### config.mk
export PLATFORM = sky130hd
export DESIGN_NAME = awg_seq_ctrl
export DESIGN_NICKNAME = d
export VERILOG_FILES = /design/src/rtl/awg_seq_ctrl.sv
export SDC_FILE = /design/constraint.sdc
export NUM_CORES = 1
export LEC_CHECK = 0
export CORE_UTILIZATION = 40
export CTS_BUF_LIST = sky130_fd_sc_hd__clkbuf_8
export DETAILED_ROUTE_END_ITERATION = 10
export MAX_ROUTING_LAYER = met4
export PLACE_DENSITY = 0.53
export SKIP_LAST_GASP = 1
export SLEW_MARGIN = 15
export SYNTH_ARGS = -nofsm -noshare
export SYNTH_HDL_FRONTEND = slang
export SYNTH_SLANG_ARGS = --single-unit
### constraint.sdc
create_clock -name clk -period 10.35 [get_ports clk]
set_input_delay 2.07 -clock clk [delete_from_list [all_inputs] [get_ports clk]]
set_output_delay 2.07 -clock clk [all_outputs]
set_load 0.05 [all_outputs]
### src/rtl/awg_seq_ctrl.sv
// Segment sequencer for the waveform generator: plays a table of segments, each for an exact cycle count.
// Optional build macro AWG_SEQ_REPEAT_EN adds rep_cnt/pass_idx for a fixed number of passes.
module awg_seq_ctrl #(
  parameter int DEPTH    = 8,
  parameter int DWELL_W  = 16,
  parameter int TICK_DIV = 50000
) (
  input  logic                       clk,
  input  logic                       rst,
  input  logic                       cfg_we,
  input  logic [$clog2(DEPTH)-1:0]   cfg_addr,
  input  logic [4:0]                 cfg_wave,
  input  logic [11:0]                cfg_freq,
  input  logic [7:0]                 cfg_amp,
  input  logic [7:0]                 cfg_phase,
  input  logic [DWELL_W-1:0]         cfg_dwell,
  input  logic [$clog2(DEPTH):0]     cfg_len,
  input  logic                       loop_en,
  input  logic                       start,
  input  logic                       stop,
`ifdef AWG_SEQ_REPEAT_EN
  input  logic [7:0]                 rep_cnt,
  output logic [7:0]                 pass_idx,
`endif
  output logic [4:0]                 state,
  output logic [11:0]                state_freq,
  output logic [7:0]                 state_amp,
  output logic [7:0]                 state_phase,
  output logic                       busy,
  output logic [$clog2(DEPTH)-1:0]   seg_idx,
  output logic                       done,
  output logic [1:0]                 fsm_state
);

  localparam int AW = $clog2(DEPTH);
  localparam int PW = (TICK_DIV > 1) ? $clog2(TICK_DIV) : 1;
  localparam logic [PW-1:0] PRESC_MAX = PW'(TICK_DIV - 1);
  localparam logic [4:0]    WAVE_MUTE = 5'd10;

  typedef enum logic [1:0] {S_IDLE = 2'd0, S_RUN = 2'd1, S_DONE = 2'd2} fsm_t;

  fsm_t state_q, state_n;

  // Control strobes (start, stop, cfg_we) are level-sampled on every rising edge;
  // there is no backpressure, so a one-cycle pulse is one request.
  logic [4:0]         tbl_wave  [DEPTH];
  logic [11:0]        tbl_freq  [DEPTH];
  logic [7:0]         tbl_amp   [DEPTH];
  logic [7:0]         tbl_phase [DEPTH];
  logic [DWELL_W-1:0] tbl_dwell [DEPTH];

  logic [PW-1:0]      presc_q;
  logic [DWELL_W-1:0] dwell_cnt_q;
  logic [DWELL_W-1:0] cur_dwell_q;
  logic               tick, dwell_last, seg_end, is_last, more_pass;
  logic               load_en;
  logic [AW-1:0]      load_idx;

  always_ff @(posedge clk) begin
    if (cfg_we) begin
      tbl_wave[cfg_addr]  <= cfg_wave;
      tbl_freq[cfg_addr]  <= cfg_freq;
      tbl_amp[cfg_addr]   <= cfg_amp;
      tbl_phase[cfg_addr] <= cfg_phase;
      tbl_dwell[cfg_addr] <= cfg_dwell;
    end
  end

  // A dwell of zero behaves as one tick.
  assign tick       = (presc_q == PRESC_MAX);
  assign dwell_last = (cur_dwell_q == '0) || (dwell_cnt_q == cur_dwell_q - DWELL_W'(1));
  assign seg_end    = (state_q == S_RUN) && tick && dwell_last;
  assign is_last    = ({1'b0, seg_idx} + (AW+1)'(1)) >= cfg_len;

`ifdef AWG_SEQ_REPEAT_EN
  logic [7:0] pass_q, rep_q;
  assign more_pass = (pass_q != rep_q);
  assign pass_idx  = pass_q;

  always_ff @(posedge clk) begin
    if (rst) begin
      pass_q <= '0;
      rep_q  <= '0;
    end else if (state_n != S_RUN) begin
      pass_q <= '0;
    end else if (load_en && state_q != S_RUN) begin
      pass_q <= '0;
      rep_q  <= rep_cnt;
    end else if (load_en && is_last) begin
      pass_q <= pass_q + 8'd1;
    end
  end
`else
  assign more_pass = 1'b0;
`endif

  always_ff @(posedge clk) begin
    if (rst) state_q <= S_IDLE;
    else     state_q <= state_n;
  end

  always_comb begin
    state_n = state_q;
    if (stop) begin
      state_n = S_IDLE;
    end else begin
      case (state_q)
        S_IDLE:  if (start && cfg_len != '0) state_n = S_RUN;
        S_RUN:   if (seg_end && is_last && !loop_en && !more_pass) state_n = S_DONE;
        S_DONE:  state_n = S_IDLE;
        default: state_n = S_IDLE;
      endcase
    end
  end

  // Decide whether a segment is latched on this edge, and which one.
  always_comb begin
    load_en  = 1'b0;
    load_idx = '0;
    if (state_n == S_RUN) begin
      if (state_q != S_RUN) begin
        load_en = 1'b1;
      end else if (seg_end) begin
        load_en = 1'b1;
        if (!is_last) load_idx = seg_idx + AW'(1);
      end
    end
  end

  always_ff @(posedge clk) begin
    if (rst || state_n != S_RUN) begin
      state       <= WAVE_MUTE;
      state_freq  <= '0;
      state_amp   <= '0;
      state_phase <= '0;
      seg_idx     <= '0;
      cur_dwell_q <= '0;
    end else if (load_en) begin
      state       <= tbl_wave[load_idx];
      state_freq  <= tbl_freq[load_idx];
      state_amp   <= tbl_amp[load_idx];
      state_phase <= tbl_phase[load_idx];
      seg_idx     <= load_idx;
      cur_dwell_q <= tbl_dwell[load_idx];
    end
    busy <= !rst && (state_n == S_RUN);
    done <= !rst && (state_n == S_DONE);
  end

  always_ff @(posedge clk) begin
    if (rst || state_n != S_RUN || load_en) begin
      presc_q     <= '0;
      dwell_cnt_q <= '0;
    end else begin
      presc_q <= tick ? '0 : presc_q + PW'(1);
      if (tick) dwell_cnt_q <= dwell_cnt_q + DWELL_W'(1);
    end
  end

  assign fsm_state = state_q;

endmodule

==> flow_metrics.tcl <==
set metrics [dict create \
    grt-ovfl-total 0 \
    clock_path_buffers 3 \
    syn_nets 1590 \
    insertion_delay_ps 660 \
    viasPerCell 5.575 \
    cts_tree "yes" \
    grt_pass1_vias 13371 \
    pwr_density_cell_mw_per_mm2 173.5 \
    yosysWarnings 0 \
    critical-path-slowest-cell "nor3_4" \
    drt-initial-drc-count 1017 \
    critical_path_class "primary input to flip-flop" \
    gp_congestion 0.7790 \
    synth-seq-cells 480 \
    synth_edf_count 392 \
    ctsRootBufferMaster "clkbuf_8" \
    vias 13078 \
    path_clk_slew_ps 50 \
    timing.fmax_mhz 178.2 \
    cpPeakStageDelay_ps 980 \
    synth_cells 1519 \
    cts_max_level 3 \
    crit_arrival_ps 6190 \
    async_reset_ff_share_pct 0 \
    flow.area_growth_from_synthesis_pct 15.90 \
    die_h_um 225.0 \
    grt_pass1_wl_um 82400 \
    fp.coreArea_mm2 0.04905 \
    postCtsSetupBuffers 0 \
    cts_sinks 480 \
    finish.utilization_pct 47.01 \
    fin_crit_ps 5612 \
    synth_ff_type "edfxtp_1" \
    drv_slew 0 \
    mostFrequentLayoutCell "edfxtp_1" \
    dp_cells 2194 \
    rows 81 \
    finalSetupTns_ps 0 \
    numCtsBuffers 82 \
    antenna_found_initial 4 \
    holdBufCountCts 0 \
    route.antenna.remaining_nets 0 \
    required_ps 10930 \
    netlist_area_mm2 0.01990 \
    io_buffers 101 \
    wl_um 54850 \
    grt_max_degree 65 \
    most-common-layout-cells "392 x edfxtp_1, 100 x clkdlybuf4s50_1, 96 x a31oi_1" \
    r2r_start "cur_dwell_q[0]" \
    nNetsFinal 1685 \
    hold_viol_final 0 \
    min_path_type "flip-flop to flip-flop" \
    rsz0062_at_grt "no" \
    fin_worst_skew_ps 27.48 \
    stdcell_count 2346 \
    tightest_slew_ps 1120 \
    status "finished clean" \
    path_cells "clkdlybuf4s50_1, ha_1, nand2b_1, a21o_1, a211o_1, nor3_1, a31oi_4, buf_4, nor3_4, buf_4, a211o_1, or3_1" \
    fp.dieArea_mm2 0.05063 \
    path_max_fanout 52 \
    vdd_drop_max_mv 0.08293 \
    critPathLaunch "cfg_len[0]" \
    cts_resized 0 \
    period_share_pct 54.22 \
    avgSynthCellArea_um2 13.10 \
    place_hpwl_um 27020 \
    worstSetupStartpointType "primary input" \
    pin_count 102 \
    max_slew_margin_pct 25.06 \
    die_x_um 225.0 \
    grt_usage_pct 22.42 \
    ys_types 61 \
    endpoint_kind "flip-flop" \
    hold_start "presc_q[0]" \
    floorplan.initialDensity_pct 40.56 \
    routedWlPerCell_um 23.38 \
    finalSetupViolCount 0 \
    firstDrtPassIters 5 \
    drive_gt1_share_pct 10.13 \
    drc 0 \
    max_cap_violations 0 \
    yosysSeqAreaShare_pct 68.02 \
    p_leak_nw 7.954 \
]
## layer usage
metal	global-route usage [%]	share of wire, %	vias up
li1	-	-	6020
met1	28.29	43	6597
met2	36.74	49	385
met3	4.003	5.6	76
met4	6.956	1.7	0
met5	-	0	-
## stage by stage
stage	cell area, um^2	hold slack (ps)	power [mW]	setup WS (ps)
6_report	23060	452.8	4.000	4738
5_1_grt	23060	495.5	4.148	4642
4_1_cts	23050	461.0	4.046	4820
3_5_place_dp	21490	449.5	2.417	4154
3_3_place_gp	21490	432.9	2.413	4231
2_1_floorplan	19900	417.5	2.317	4239
## cells in the mapped netlist, drive strengths merged (9+ instances only)
cell type	count	share of area [%]
edfxtp	392	59
a31oi	98	3.2
dfxtp	88	8.9
clkbuf	73	1.4
nand2	73	1.4
nor2	68	1.3
nor3	64	1.6
nand3	59	1.5
o21ai	58	1.5
or3	56	1.8
inv	55	1.0
a21oi	54	1.4
a211o	52	2.3
mux2i	50	2.5
nor4b	49	2.2
o22ai	48	1.5
buf	44	1.4
xor2	27	1.2
xnor2	23	1.1
and3	14	0.44
ha	9	0.57
nand4	9	0.28
## where the power goes
part / switching (mW) / total, mW / internal (mW)
Combinational: 0.138 / 0.208 / 0.0694
Clock: 0.759 / 1.62 / 0.863
Sequential: 0.0200 / 2.17 / 2.15
## worst paths after layout
kind / endpoint / slack (ps) / cells past startpoint
max: state_amp[2] / 4740 / 12
min: presc_q[0] / 450 / 1
max reg2reg: state_amp[2] / 5040 / 14
min reg2reg: presc_q[0] / 450 / 1
## cell families (layout without fill, tap and decap cells)
family          after synthesis  count (layout)  synth area share (%)
flops                       480             480                 68.02
mux                          52              52                 2.742
buf+inv                     172             331                 3.855
xor+xnor                     50              50                 2.239
fa+ha+maj                     9               9                0.5660
simple gates                424             424                 11.83
compound gates              332             332                 10.75
other cells                   0               4                     0
## sequential cells by signal, indices dropped and copies added, names as in the netlist, 3 cells and up
| name | flops |
|---|---|
| dwell_cnt_q | 16 |
| state_amp | 8 |
| state_phase | 8 |
| tbl_wave | 40 |
| tbl_dwell | 128 |
| cur_dwell_q | 16 |
| state | 5 |
| tbl_amp | 64 |
| tbl_phase | 64 |
| seg_idx | 3 |
| tbl_freq | 96 |
| state_freq | 12 |
| presc_q | 16 |
## layout make-up
type | instances | area (um^2)
diodes | 4 | 10.01
clock buffers | 92 | 1266
clock inverters | 56 | 292.8
fillers | 4447 | 25990
inverters | 55 | 207.7
multi-input cells | 867 | 5705
flip-flops and latches | 480 | 13540
well taps | 664 | 830.8
repair buffers | 128 | 1209
## critical path, delay by kind of cell
kind                       cells  cell delay (ps)
AOI/OAI and AO/OA              4              820
adders and majority gates      1              290
buffers and inverters          3             1430
and+or+nand+nor                4             1540
Power figures use the tool's default switching activity.
